`src/rtl/tick_bcd_pkg.sv`:
```
// Shared BCD constants and the load-digit clamp used by the tick-driven BCD counter.
package tick_bcd_pkg;

  localparam int          BCD_W    = 4;
  localparam logic [3:0]  BCD_MAX  = 4'd9;
  localparam logic [3:0]  BCD_ZERO = 4'd0;

  // Codes A..F on a load are forced to 9 so the register never holds an illegal digit.
  function automatic logic [BCD_W-1:0] bcd_clamp(input logic [BCD_W-1:0] d);
    return (d > BCD_MAX) ? BCD_MAX : d;
  endfunction

endpackage

```
`src/rtl/tick_bcd_counter_if.sv`:
```
// Control/data bundle between the counter and its driver (master) / the counter itself (slave).
interface tick_bcd_counter_if
  import tick_bcd_pkg::*;
#(
  parameter int DIGITS = 4
);
  logic                      tick_in;
  logic                      en;
  logic                      up_dn;
  logic                      clr;
  logic                      load;
  logic [BCD_W*DIGITS-1:0]   load_val;
  logic [BCD_W*DIGITS-1:0]   bcd_out;
  logic                      carry;
  logic                      step;

  modport master (
    output tick_in, en, up_dn, clr, load, load_val,
    input  bcd_out, carry, step
  );

  modport slave (
    input  tick_in, en, up_dn, clr, load, load_val,
    output bcd_out, carry, step
  );
endinterface

```
`src/rtl/bcd_digit.sv`:
```
// One combinational BCD digit: increment/decrement with ripple carry and borrow out.
module bcd_digit
  import tick_bcd_pkg::*;
(
  input  logic             inc_i,
  input  logic             dec_i,
  input  logic [BCD_W-1:0] value_i,
  output logic [BCD_W-1:0] value_o,
  output logic             carry_o,
  output logic             borrow_o
);

  assign carry_o  = inc_i & (value_i == BCD_MAX);
  assign borrow_o = dec_i & (value_i == BCD_ZERO);

  always_comb begin
    value_o = value_i;
    if (inc_i) begin
      value_o = carry_o ? BCD_ZERO : value_i + 4'd1;
    end else if (dec_i) begin
      value_o = borrow_o ? BCD_MAX : value_i - 4'd1;
    end
  end

endmodule

```
`src/rtl/tick_bcd_counter.sv`:
```
// Multi-digit BCD up/down counter stepped by rising edges of an asynchronous divided clock.
// Define TICK_BCD_SATURATE_EN to hold at the range limits instead of wrapping.
module tick_bcd_counter
  import tick_bcd_pkg::*;
#(
  parameter int DIGITS      = 4,
  parameter int SYNC_STAGES = 2
)(
  input  logic                  clk,
  input  logic                  rst_n,
  tick_bcd_counter_if.slave     bus
);

  localparam int CNT_W = BCD_W * DIGITS;

  logic [SYNC_STAGES-1:0] sync_q;
  logic                   hist_q;
  logic                   step_q;
  logic [CNT_W-1:0]       cnt_q, cnt_d;
  logic                   carry_q, carry_d;

  logic [CNT_W-1:0]       cnt_nxt;
  logic [DIGITS:0]        inc_c;
  logic [DIGITS:0]        dec_c;
  logic                   wrap;

  // Digit 0 receives the unit step; each higher digit is driven by its neighbour's carry/borrow.
  assign inc_c[0] = bus.up_dn;
  assign dec_c[0] = ~bus.up_dn;

  genvar g;
  generate
    for (g = 0; g < DIGITS; g++) begin : g_digit
      bcd_digit u_digit (
        .inc_i    (inc_c[g]),
        .dec_i    (dec_c[g]),
        .value_i  (cnt_q[g*BCD_W +: BCD_W]),
        .value_o  (cnt_nxt[g*BCD_W +: BCD_W]),
        .carry_o  (inc_c[g+1]),
        .borrow_o (dec_c[g+1])
      );
    end
  endgenerate

  assign wrap = inc_c[DIGITS] | dec_c[DIGITS];

  always_comb begin
    cnt_d   = cnt_q;
    carry_d = 1'b0;
    if (bus.clr) begin
      cnt_d = '0;
    end else if (bus.load) begin
      for (int i = 0; i < DIGITS; i++) begin
        cnt_d[i*BCD_W +: BCD_W] = bcd_clamp(bus.load_val[i*BCD_W +: BCD_W]);
      end
    end else if (step_q && bus.en) begin
`ifdef TICK_BCD_SATURATE_EN
      cnt_d   = wrap ? cnt_q : cnt_nxt;
`else
      cnt_d   = cnt_nxt;
`endif
      carry_d = wrap;
    end
  end

  // Synchronizer -> history -> registered rising-edge pulse; counter consumes step one edge later.
  always_ff @(posedge clk or negedge rst_n) begin
    if (!rst_n) begin
      sync_q  <= '0;
      hist_q  <= 1'b0;
      step_q  <= 1'b0;
      cnt_q   <= '0;
      carry_q <= 1'b0;
    end else begin
      sync_q  <= {sync_q[SYNC_STAGES-2:0], bus.tick_in};
      hist_q  <= sync_q[SYNC_STAGES-1];
      step_q  <= sync_q[SYNC_STAGES-1] & ~hist_q;
      cnt_q   <= cnt_d;
      carry_q <= carry_d;
    end
  end

  assign bus.bcd_out = cnt_q;
  assign bus.carry   = carry_q;
  assign bus.step    = step_q;

endmodule
```
`src/flat_wrapper.sv`:
```
// flat-port wrapper written by rule: the top's interface ports become plain ports
module tick_bcd_counter_flat import tick_bcd_pkg::*;
#(
  parameter int DIGITS      = 4,
  parameter int SYNC_STAGES = 2
)
  (clk, rst_n, bus_tick_in, bus_en, bus_up_dn, bus_clr, bus_load, bus_load_val, bus_bcd_out, bus_carry, bus_step);
  tick_bcd_counter_if #(.DIGITS(DIGITS)) bus_i ();
  input  logic clk;
  input  logic rst_n;
  input wire logic [$bits(bus_i.tick_in)-1:0] bus_tick_in;
  input wire logic [$bits(bus_i.en)-1:0] bus_en;
  input wire logic [$bits(bus_i.up_dn)-1:0] bus_up_dn;
  input wire logic [$bits(bus_i.clr)-1:0] bus_clr;
  input wire logic [$bits(bus_i.load)-1:0] bus_load;
  input wire logic [$bits(bus_i.load_val)-1:0] bus_load_val;
  output wire logic [$bits(bus_i.bcd_out)-1:0] bus_bcd_out;
  output wire logic [$bits(bus_i.carry)-1:0] bus_carry;
  output wire logic [$bits(bus_i.step)-1:0] bus_step;
  assign bus_i.tick_in = bus_tick_in;
  assign bus_i.en = bus_en;
  assign bus_i.up_dn = bus_up_dn;
  assign bus_i.clr = bus_clr;
  assign bus_i.load = bus_load;
  assign bus_i.load_val = bus_load_val;
  assign bus_bcd_out = bus_i.bcd_out;
  assign bus_carry = bus_i.carry;
  assign bus_step = bus_i.step;
  tick_bcd_counter #(.DIGITS(DIGITS), .SYNC_STAGES(SYNC_STAGES)) u_core (.clk(clk), .rst_n(rst_n), .bus(bus_i));
endmodule
```
`config.mk`:
```
export PLATFORM = sky130hd
export DESIGN_NAME = tick_bcd_counter_flat
export DESIGN_NICKNAME = d
export VERILOG_FILES = /design/src/rtl/tick_bcd_pkg.sv /design/src/rtl/tick_bcd_counter_if.sv /design/src/rtl/bcd_digit.sv /design/src/rtl/tick_bcd_counter.sv /design/src/flat_wrapper.sv
export SDC_FILE = /design/constraint.sdc
export NUM_CORES = 1
export LEC_CHECK = 0
export CAP_MARGIN = 15
export CORE_MARGIN = 2
export CORE_UTILIZATION = 40
export DETAILED_ROUTE_END_ITERATION = 12
export GPL_TIMING_DRIVEN = 1
export MAX_ROUTING_LAYER = met4
export PLACE_DENSITY = 0.65
export REMOVE_ABC_BUFFERS = 1
export SLEW_MARGIN = 20
export SYNTH_ARGS = -nofsm -noshare
export SYNTH_HDL_FRONTEND = slang
export SYNTH_HIERARCHICAL = 1
export SYNTH_SLANG_ARGS = --single-unit
```
`constraint.sdc`:
```
create_clock -name clk -period 6 [get_ports clk]
set_input_delay 1.2 -clock clk [delete_from_list [all_inputs] [get_ports clk]]
set_output_delay 1.2 -clock clk [all_outputs]
set_load 0.02 [all_outputs]
```
# == Yosys cells after proc, flatten, opt, wreduce, memory -nomap -nowiden ==
# Cells that the tools add are included.
# word_totals
reg_bits,21
inputBits,23
out_inout_bits,18
# classes
add_sub_neg,8
n_lt_le_gt_ge,4
eq_ne,4
muxes,25
bitwise_logic,12
reduce_logical,12
# ops
op,count
two-way mux 4 bit,19
two-way mux 16 bit,3
adder 4 x 1 -> 4 bit (second input constant),4
== test 4 bit (second input constant),4
> comparator 4 bit (second input constant),4
zero test 4 bit,4
subtractor 4 x 1 -> 4 bit (second input constant),4
nonzero test 4 bit,3
AND 1 bit,9
AND reduction 2 bit,3
two-way mux 1 bit,3
nonzero test 3 bit,1
NOT 1 bit,2
logical AND 1 bit,1
bitwise OR 1 bit,1

# == Logic depth before layout (Yosys ltp) ==
# Gate-level depths: netlist of run 1.
# depth
depth_word,11
ltp_mapped,14
mapped_depth_nobuf,14

# == By module ==
# Netlist of run 1, hierarchy kept.
# modules_own_cells
module,n_inst,cells_per_inst,area_each_um2
tick_bcd_counter,1,101,1008.5
bcd_digit,4,33,232.7

# == Worst setup path before layout of run 1 ==
# Ideal clock, no wire load.
# synth_path
path_type,input-to-reg
from,input port bus_up_dn
to,register u_core.cnt_q[15] (netlist: u_core/bus.bcd_out[15])
setup_ns,0.134
arrival_ns,3.098
setup_slack_ns,2.767
cell_stages,12
path_buffers,0
path_cell_list,inv_1 nand4bb_1 inv_1 nand4bb_1 inv_1 nand4bb_1 inv_1 and2b_4 nand2_1 mux4_2 mux2i_1 o31ai_1
# synth_between
elab_chain_len,11
word_cells_on_any_way,18
cone_classes,7 x mux; 9 x bitwise; 2 x reduce/logical
# synth_lines
element,line,source
start: declaration,flat_wrapper.sv:13,input wire logic [$bits(bus_i.up_dn)-1:0] bus_up_dn;
NOT 1 bit,tick_bcd_counter.sv:29,assign dec_c[0] = ~bus.up_dn;
AND 1 bit,bcd_digit.sv:14,assign borrow_o = dec_i & (value_i == BCD_ZERO);
via u_core.dec_c[1],tick_bcd_counter.sv:24,logic [DIGITS:0] dec_c;
AND 1 bit,bcd_digit.sv:14,
via u_core.dec_c[2],tick_bcd_counter.sv:24,
AND 1 bit,bcd_digit.sv:14,
via u_core.dec_c[3],tick_bcd_counter.sv:24,
AND 1 bit,bcd_digit.sv:14,
two-way mux 4 bit,bcd_digit.sv:21,value_o = borrow_o ? BCD_MAX : value_i - 4'd1;
two-way mux 4 bit,bcd_digit.sv:20,end else if (dec_i) begin
two-way mux 4 bit,bcd_digit.sv:18,if (inc_i) begin
via u_core.cnt_nxt[15],tick_bcd_counter.sv:22,logic [CNT_W-1:0] cnt_nxt;
two-way mux 16 bit,tick_bcd_counter.sv:56,end else if (step_q && bus.en) begin
two-way mux 16 bit,tick_bcd_counter.sv:52,end else if (bus.load) begin
two-way mux 16 bit,tick_bcd_counter.sv:50,if (bus.clr) begin
end signal: assignment,tick_bcd_counter.sv:78,cnt_q <= cnt_d;
end: declaration,tick_bcd_counter.sv:19,"logic [CNT_W-1:0] cnt_q, cnt_d;"
# The timed path passes the listed nets, and every way through them passes these cells. The select of a mux whose other input is x is not followed.
# A chain may end at the register's enable or synchronous reset.

# == Final worst setup path of run 1 ==
# layout_path
from,input port bus_up_dn
to,register u_core.cnt_q[15] (netlist: u_core/bus.bcd_out[15])
# layout_between
elab_chain_len,11
word_cells_on_any_way,18
cone_classes,7 x mux; 9 x bitwise; 2 x reduce/logical
# layout_lines
element,line
NOT 1 bit,tick_bcd_counter.sv:29
via u_core.dec_c[0],tick_bcd_counter.sv:24
AND 1 bit,bcd_digit.sv:14
via u_core.dec_c[1],tick_bcd_counter.sv:24
AND 1 bit,bcd_digit.sv:14
via u_core.dec_c[2],tick_bcd_counter.sv:24
AND 1 bit,bcd_digit.sv:14
via u_core.dec_c[3],tick_bcd_counter.sv:24
AND 1 bit,bcd_digit.sv:14
two-way mux 4 bit,bcd_digit.sv:21
two-way mux 4 bit,bcd_digit.sv:20
two-way mux 4 bit,bcd_digit.sv:18
via u_core.cnt_nxt[15],tick_bcd_counter.sv:22
two-way mux 16 bit,tick_bcd_counter.sv:56
two-way mux 16 bit,tick_bcd_counter.sv:52
two-way mux 16 bit,tick_bcd_counter.sv:50
# The timed path passes the listed nets, and every way through them passes these cells. The select of a mux whose other input is x is not followed.

==> results of run 1 <==
-- metal layers --
metal	global-route usage (%)	vias up	part of all wire [%]	routed length, µm
met1	25.8	827	50	2390
met5	-	-	0	0
li1	-	906	-	-
met3	3.70	2	5.1	246
met4	2.22	0	0.42	20
met2	30.9	55	45	2130
-- worst reg2reg max path, delay by kind of cell (launching register included) --
family / cells / cell delay, ns
and+or+nand+nor: 4 / 1.36
buffers and inverters: 4 / 0.63
DFF: 1 / 0.44
muxes: 2 / 0.43
adders and majority gates: 1 / 0.19
AOI/OAI and AO/OA: 1 / 0.08
-- worst paths after layout --
check	startpoint	to	cells after the start	slack (ns)
setup reg to reg	u_core/bus.bcd_out[1]$_DFFE_PN0P_	u_core/bus.bcd_out[15]$_DFFE_PN0P_	12	2.74
hold reg to reg	u_core/sync_q[0]$_DFF_PN0_	u_core/sync_q[1]$_DFF_PN0_	0	0.36
min in group asynchronous	rst_n	u_core/bus.bcd_out[4]$_DFFE_PN0P_	1	0.89
max in group asynchronous	rst_n	u_core/bus.bcd_out[14]$_DFFE_PN0P_	1	4.77
hold / removal	u_core/sync_q[0]$_DFF_PN0_	u_core/sync_q[1]$_DFF_PN0_	0	0.36
setup / recovery	bus_up_dn	u_core/bus.bcd_out[15]$_DFFE_PN0P_	13	1.98
-- cells in the mapped netlist (6+ instances only) --
master,number
inv_1,21
mux2i_1,6
o21ai_0,8
nor2_1,13
a21oi_1,22
o21ai_1,12
nand3_1,8
dfrtp_1,21
ha_1,16
nand2_1,21
nand3b_1,12
nor2b_1,20
-- state kept, by name (all words and copies together) (netlist names) --
signal and cells:
u_core/bus.carry 1, u_core/bus.bcd_out 16, u_core/sync_q 2, u_core/hist_q 1
u_core/bus.step 1
-- stage by stage --
step	hold WS [ns]	instance area, µm²	worst slack, ns
5_1_grt	0.365	2420	1.72
3_3_place_gp	0.338	2380	1.78
2_1_floorplan	0.331	1900	2.75
3_5_place_dp	0.343	2380	1.71
4_1_cts	0.362	2430	1.99
6_report	0.359	2420	1.98
-- layout make-up --
type                            instances  area, µm²  area share, %
Timing Repair Buffer                   42        410           16.9
Inverter                               21       78.8           3.25
Sequential cell                        21        526           21.7
Clock buffer                            4       45.0           1.86
Tap cell                               54       67.6           2.79
Multi-Input combinational cell        185       1300           53.5
-- cell usage in the layout (no fill, tap or decap), types with 6 or more instances in the layout --
cell type and count:
clkdlybuf4s50_1 39, a21oi_1 22, inv_1 21, nand2_1 21, dfrtp_1 21, nor2b_1 20
ha_1 16, nor2_1 13, o21ai_1 12, nand3b_1 12, o21ai_0 8, nand3_1 8
mux2i_1 6
-- report_power, final --
part           switching [µW]  total [µW]  internal [µW]
Clock                    48.2        95.6           47.4
Sequential               21.4         175            153
Combinational            89.7         182           92.6
Total                     159         452            293
-- cell families after synthesis --
logic type | count (synthesis) | share of synthesized area (%)
muxes | 10 | 7.74
AOI/OAI and AO/OA | 67 | 21.7
DFF | 21 | 27.1
buffers and inverters | 27 | 6.06
adders and majority gates | 16 | 10.3
and+or+nand+nor | 92 | 27.1
==> impl_metrics.env, run 1 <==
export IMPL_status="complete, no violations"
export IMPL_wirelength_mm=4.79
export IMPL_drt_iter0_markers=94
export IMPL_grt_pass1_wl_mm=8.00
export IMPL_htree_levels=1
export IMPL_powerDensity_mw_per_mm2=187
export IMPL_yosysTopAreaCell="dfrtp_1"
export IMPL_clockBufferDepth=2
export IMPL_dpl_hpwl_mm=3.50
export IMPL_antenna_found_initial=0
export IMPL_dr_pass1_iters=4
export IMPL_cts_sinks=21
export IMPL_antenna_cells=0
export IMPL_synth_warnings=6
export IMPL_maxSlewViolCount=0
export IMPL_max_cap_violations=0
export IMPL_cts_buffers=3
export IMPL_finalCritPeriodShare_pct=67.0
export IMPL_fin_crit_ns=4.02
export IMPL_ir_drop_v=0.000142
export IMPL_vias=1790
export IMPL_setup_viol=0
export IMPL_grtUsageTotal_pct=19.1
export IMPL_root_buffer="clkbuf_8"
export IMPL_ant_nets=0
export IMPL_synth_cells=233
export IMPL_syn_area_mm2=0.00194
export IMPL_cp_slowest_cell="clkdlybuf4s50_1"
export IMPL_p_leak_uw=0.000986
export IMPL_critPathKind="in2reg"
export IMPL_seq_area_frac_synth_pct=27.1
export IMPL_crit_fanout=9
export IMPL_die_y_um=73.6
export IMPL_max_stage_delay_ns=0.53
export IMPL_postCtsSetupBuffers=0
export IMPL_die_width_um=73.6
export IMPL_core_mm2=0.00469
export IMPL_timing_critical_path_buf_inv=5
export IMPL_finalPower_uw=452
export IMPL_endpoint_kind="flip-flop"
export IMPL_drive_gt1_share_pct=5.49
export IMPL_port_buffers=40
export IMPL_ios=41
export IMPL_die_area_mm2=0.00542
export IMPL_clock_skew_ns=0.00344
export IMPL_cpMostUsedCell="inv_1"
export IMPL_start_kind="input port"
export IMPL_grt_pass1_vias=1725
export IMPL_synth_cell_types=29
export IMPL_rsz0062_at_grt="no"
export IMPL_hold_path_class="reg2reg"
export IMPL_worst_slew_pin_slew_ns=0.519
export IMPL_fmax_mhz=249
export IMPL_hold_violations=0
export IMPL_synth_flop_cell="dfrtp_1"
export IMPL_synthToLayoutAreaGrowth_pct=25.0
export IMPL_start_util_pct=41.3
export IMPL_synth_seq_cells=21
export IMPL_num_rows=25
export IMPL_post_synth_cell_area_avg_um2=8.32
export IMPL_wl_per_cell_um=14.7
export IMPL_layoutNonFillerInstCount=327
export IMPL_grt_overflow_total=0
export IMPL_finalSetupTns_ns=0
export IMPL_cts_resized=0
export IMPL_cp_cell_sequence="clkdlybuf4s50_1, inv_1, nand4bb_1, inv_1, nand4bb_1, inv_1, nand4bb_1, inv_1, and2b_4, nand2_1, mux4_2, mux2i_1, o31ai_1"
export IMPL_hold_buffers=0
export IMPL_fill_cells=467
export IMPL_layout_nets=313
export IMPL_dp_cells=323
export IMPL_cts_tree="built"
export IMPL_avgViaCountPerCell=5.47
export IMPL_synth_top_cell_area_share_pct=27.1
export IMPL_slew_headroom_pct=65.3
export IMPL_async_flop_share_pct=100
export IMPL_clk_latency_ns=0.26
export IMPL_crit_arrival_ns=4.15
export IMPL_gp_congestion=0.883
export IMPL_grt_max_degree=26
export IMPL_critPathRequiredTime_ns=6.13
export IMPL_clk_pin_slew_ns=0.08
export IMPL_utilization_pct=51.7
export IMPL_ys_top_cells_by_area="dfrtp_1, ha_1, nor2b_1, a21oi_1, mux4_2"
export IMPL_critical_path_top_delay_family="buffers and inverters"
export IMPL_synth_edff_count=0
export IMPL_drc=0
Note: power is estimated with default switching activity, not from simulation.
==> run 2: changes to the inputs <==
==> constraint.sdc (replaced) <==
create_clock -name clk -period 3.8 [get_ports clk]
set_input_delay 0.76 -clock clk [delete_from_list [all_inputs] [get_ports clk]]
set_output_delay 0.76 -clock clk [all_outputs]
set_load 0.02 [all_outputs]
==> run 2 against run 1 <==
Cell count up 1.2%. Global-route usage up 0.11 points. Total power up 59%. Register-to-register slack worse by 2.0 ns. Count of clock-buffer cells in the layout unchanged. Critical path depth unchanged. Worst hold slack worse by 0.0077 ns. Clock skew up 0.0035 ns. Critical path type unchanged. Critical endpoint unchanged.
==> impl_metrics.env, run 2 (synthesis gave the netlist of run 1 again) <==
export IMPL_combPwrFrac_pct=40.7
export IMPL_start_util_pct=41.3
export IMPL_cts_sinks=21
export IMPL_finalCritPeriodShare_pct=87.5
export IMPL_hold_ws_ns=0.352
export IMPL_antenna_found_initial=0
export IMPL_largest_reg_flops=16
export IMPL_start_kind="input port"
export IMPL_worst_slew_pin_slew_ns=0.539
export IMPL_mostFrequentLayoutCells="clkdlybuf4s50_1, a21oi_1, inv_1, nand2_1, dfrtp_1"
export IMPL_met3_length_um=235
export IMPL_grt_overflow_total=0
export IMPL_core_mm2=0.00469
export IMPL_ios=41
export IMPL_slew_headroom_pct=64.0
export IMPL_wl_per_cell_um=14.5
export IMPL_fin_crit_ns=3.33
export IMPL_drc=0
export IMPL_grtUsageTotal_pct=19.2
export IMPL_critPathRequiredTime_ns=3.93
export IMPL_hold_path_class="reg2reg"
export IMPL_setup_viol=0
export IMPL_clockBufferDepth=2
export IMPL_htree_levels=1
export IMPL_powerDensity_mw_per_mm2=292
export IMPL_maxSlewViolCount=0
export IMPL_crit_fanout=7
export IMPL_num_rows=25
export IMPL_layout_nets=317
export IMPL_final_common_cell="clkdlybuf4s50_1"
export IMPL_grt_pass1_wl_mm=8.00
export IMPL_crit_arrival_ns=3.46
export IMPL_dr_pass1_iters=4
export IMPL_p_leak_uw=0.00101
export IMPL_drive_gt1_share_pct=6.86
export IMPL_p_switching_uw=252
export IMPL_sw_frac_of_total_pct=35.1
export IMPL_hold_violations=0
export IMPL_port_buffers=40
export IMPL_internal_power_uw=465
export IMPL_synthToLayoutAreaGrowth_pct=26.5
export IMPL_die_width_um=73.6
export IMPL_vias=1801
export IMPL_clockPowerShare_pct=20.9
export IMPL_avgViaCountPerCell=5.44
export IMPL_rsz0062_at_grt="no"
export IMPL_max_cap_violations=0
export IMPL_grt_pass1_vias=1704
export IMPL_dpl_hpwl_mm=3.57
export IMPL_ant_nets=0
export IMPL_die_y_um=73.6
export IMPL_wl_met2_mm=2.16
export IMPL_ir_drop_v=0.000218
export IMPL_seq_power_share_pct=38.4
export IMPL_whs_path_depth=0
export IMPL_status="complete, no violations"
export IMPL_hold_buffers=0
export IMPL_cts_buffers=3
export IMPL_die_area_mm2=0.00542
export IMPL_drt_iter0_markers=82
export IMPL_fmax_mhz=301
export IMPL_endpoint_kind="flip-flop"
export IMPL_clk_latency_ns=0.26
export IMPL_wirelength_mm=4.80
export IMPL_cts_tree="built"
export IMPL_clock_skew_ns=0.00691
export IMPL_wl_met1_mm=2.37
export IMPL_r2r_cells=13
export IMPL_dp_cells=327
export IMPL_gp_congestion=0.908
export IMPL_critPathKind="in2reg"
export IMPL_fill_cells=486
export IMPL_postCtsSetupBuffers=0
export IMPL_top_layer="met4"
export IMPL_cts_resized=0
export IMPL_grt_max_degree=25
export IMPL_clk_pin_slew_ns=0.08
export IMPL_finalSetupTns_ns=0
export IMPL_antenna_cells=0
export IMPL_layoutNonFillerInstCount=331
export IMPL_root_buffer="clkbuf_8"
## run 2: final timing paths
| check | slack [ns] | end | from |
|---|---|---|---|
| max in group asynchronous | 3.00 | u_core/bus.bcd_out[3]$_DFFE_PN0P_ | rst_n |
| min in group asynchronous | 0.45 | u_core/bus.bcd_out[7]$_DFFE_PN0P_ | rst_n |
| max | 0.47 | u_core/bus.bcd_out[15]$_DFFE_PN0P_ | bus_up_dn |
| min reg2reg | 0.35 | u_core/sync_q[1]$_DFF_PN0_ | u_core/sync_q[0]$_DFF_PN0_ |
| max reg2reg | 0.73 | u_core/bus.bcd_out[15]$_DFFE_PN0P_ | u_core/bus.bcd_out[0]$_DFFE_PN0P_ |
| min | 0.35 | u_core/sync_q[1]$_DFF_PN0_ | u_core/sync_q[0]$_DFF_PN0_ |
## run 2: layer usage
metal	up-vias	global-route usage (%)
met4	0	3.03
met1	832	27.1
li1	918	-
met5	-	-
met2	47	29.4
met3	4	3.57
## run 2: power groups by stage
stage	logic, µW	registers, µW	clock network, µW
global placement	288	281	0
floorplan	162	292	0
detailed placement	292	280	0
global route	325	281	162
finish	292	275	150
CTS	293	276	154
## run 2: area by class of cell
type / instances / area, µm² / area share, %
repair buffers: 46 / 440 / 18.0
clock buffers: 4 / 45.0 / 1.84
flip-flops and latches: 21 / 526 / 21.4
inverters: 21 / 78.8 / 3.21
well taps: 54 / 67.6 / 2.75
multi-input cells: 185 / 1300 / 52.8
## run 2: critical path, cell delays in order
cell             delay (ns)
clkdlybuf4s50_1        0.41
inv_1                  0.15
nand4bb_1              0.19
inv_1                  0.20
nand4bb_1              0.21
inv_1                  0.21
nand4bb_1              0.20
inv_1                  0.23
and2b_4                0.18
nand2_1                0.04
mux4_2                 0.45
mux2i_1                0.14
o31ai_1                0.08
## run 2: metrics by stage
stage / cell area (µm²) / utilization [%] / power [µW] / worst slack [ns]
floorplan: 1900 / - / 454 / 0.990
global placement: 2410 / 51.4 / 569 / 0.359
detailed placement: 2410 / 51.4 / 572 / 0.204
CTS: 2460 / 52.4 / 723 / 0.501
global route: 2450 / 52.3 / 769 / 0.207
finish: 2450 / 52.3 / 718 / 0.473
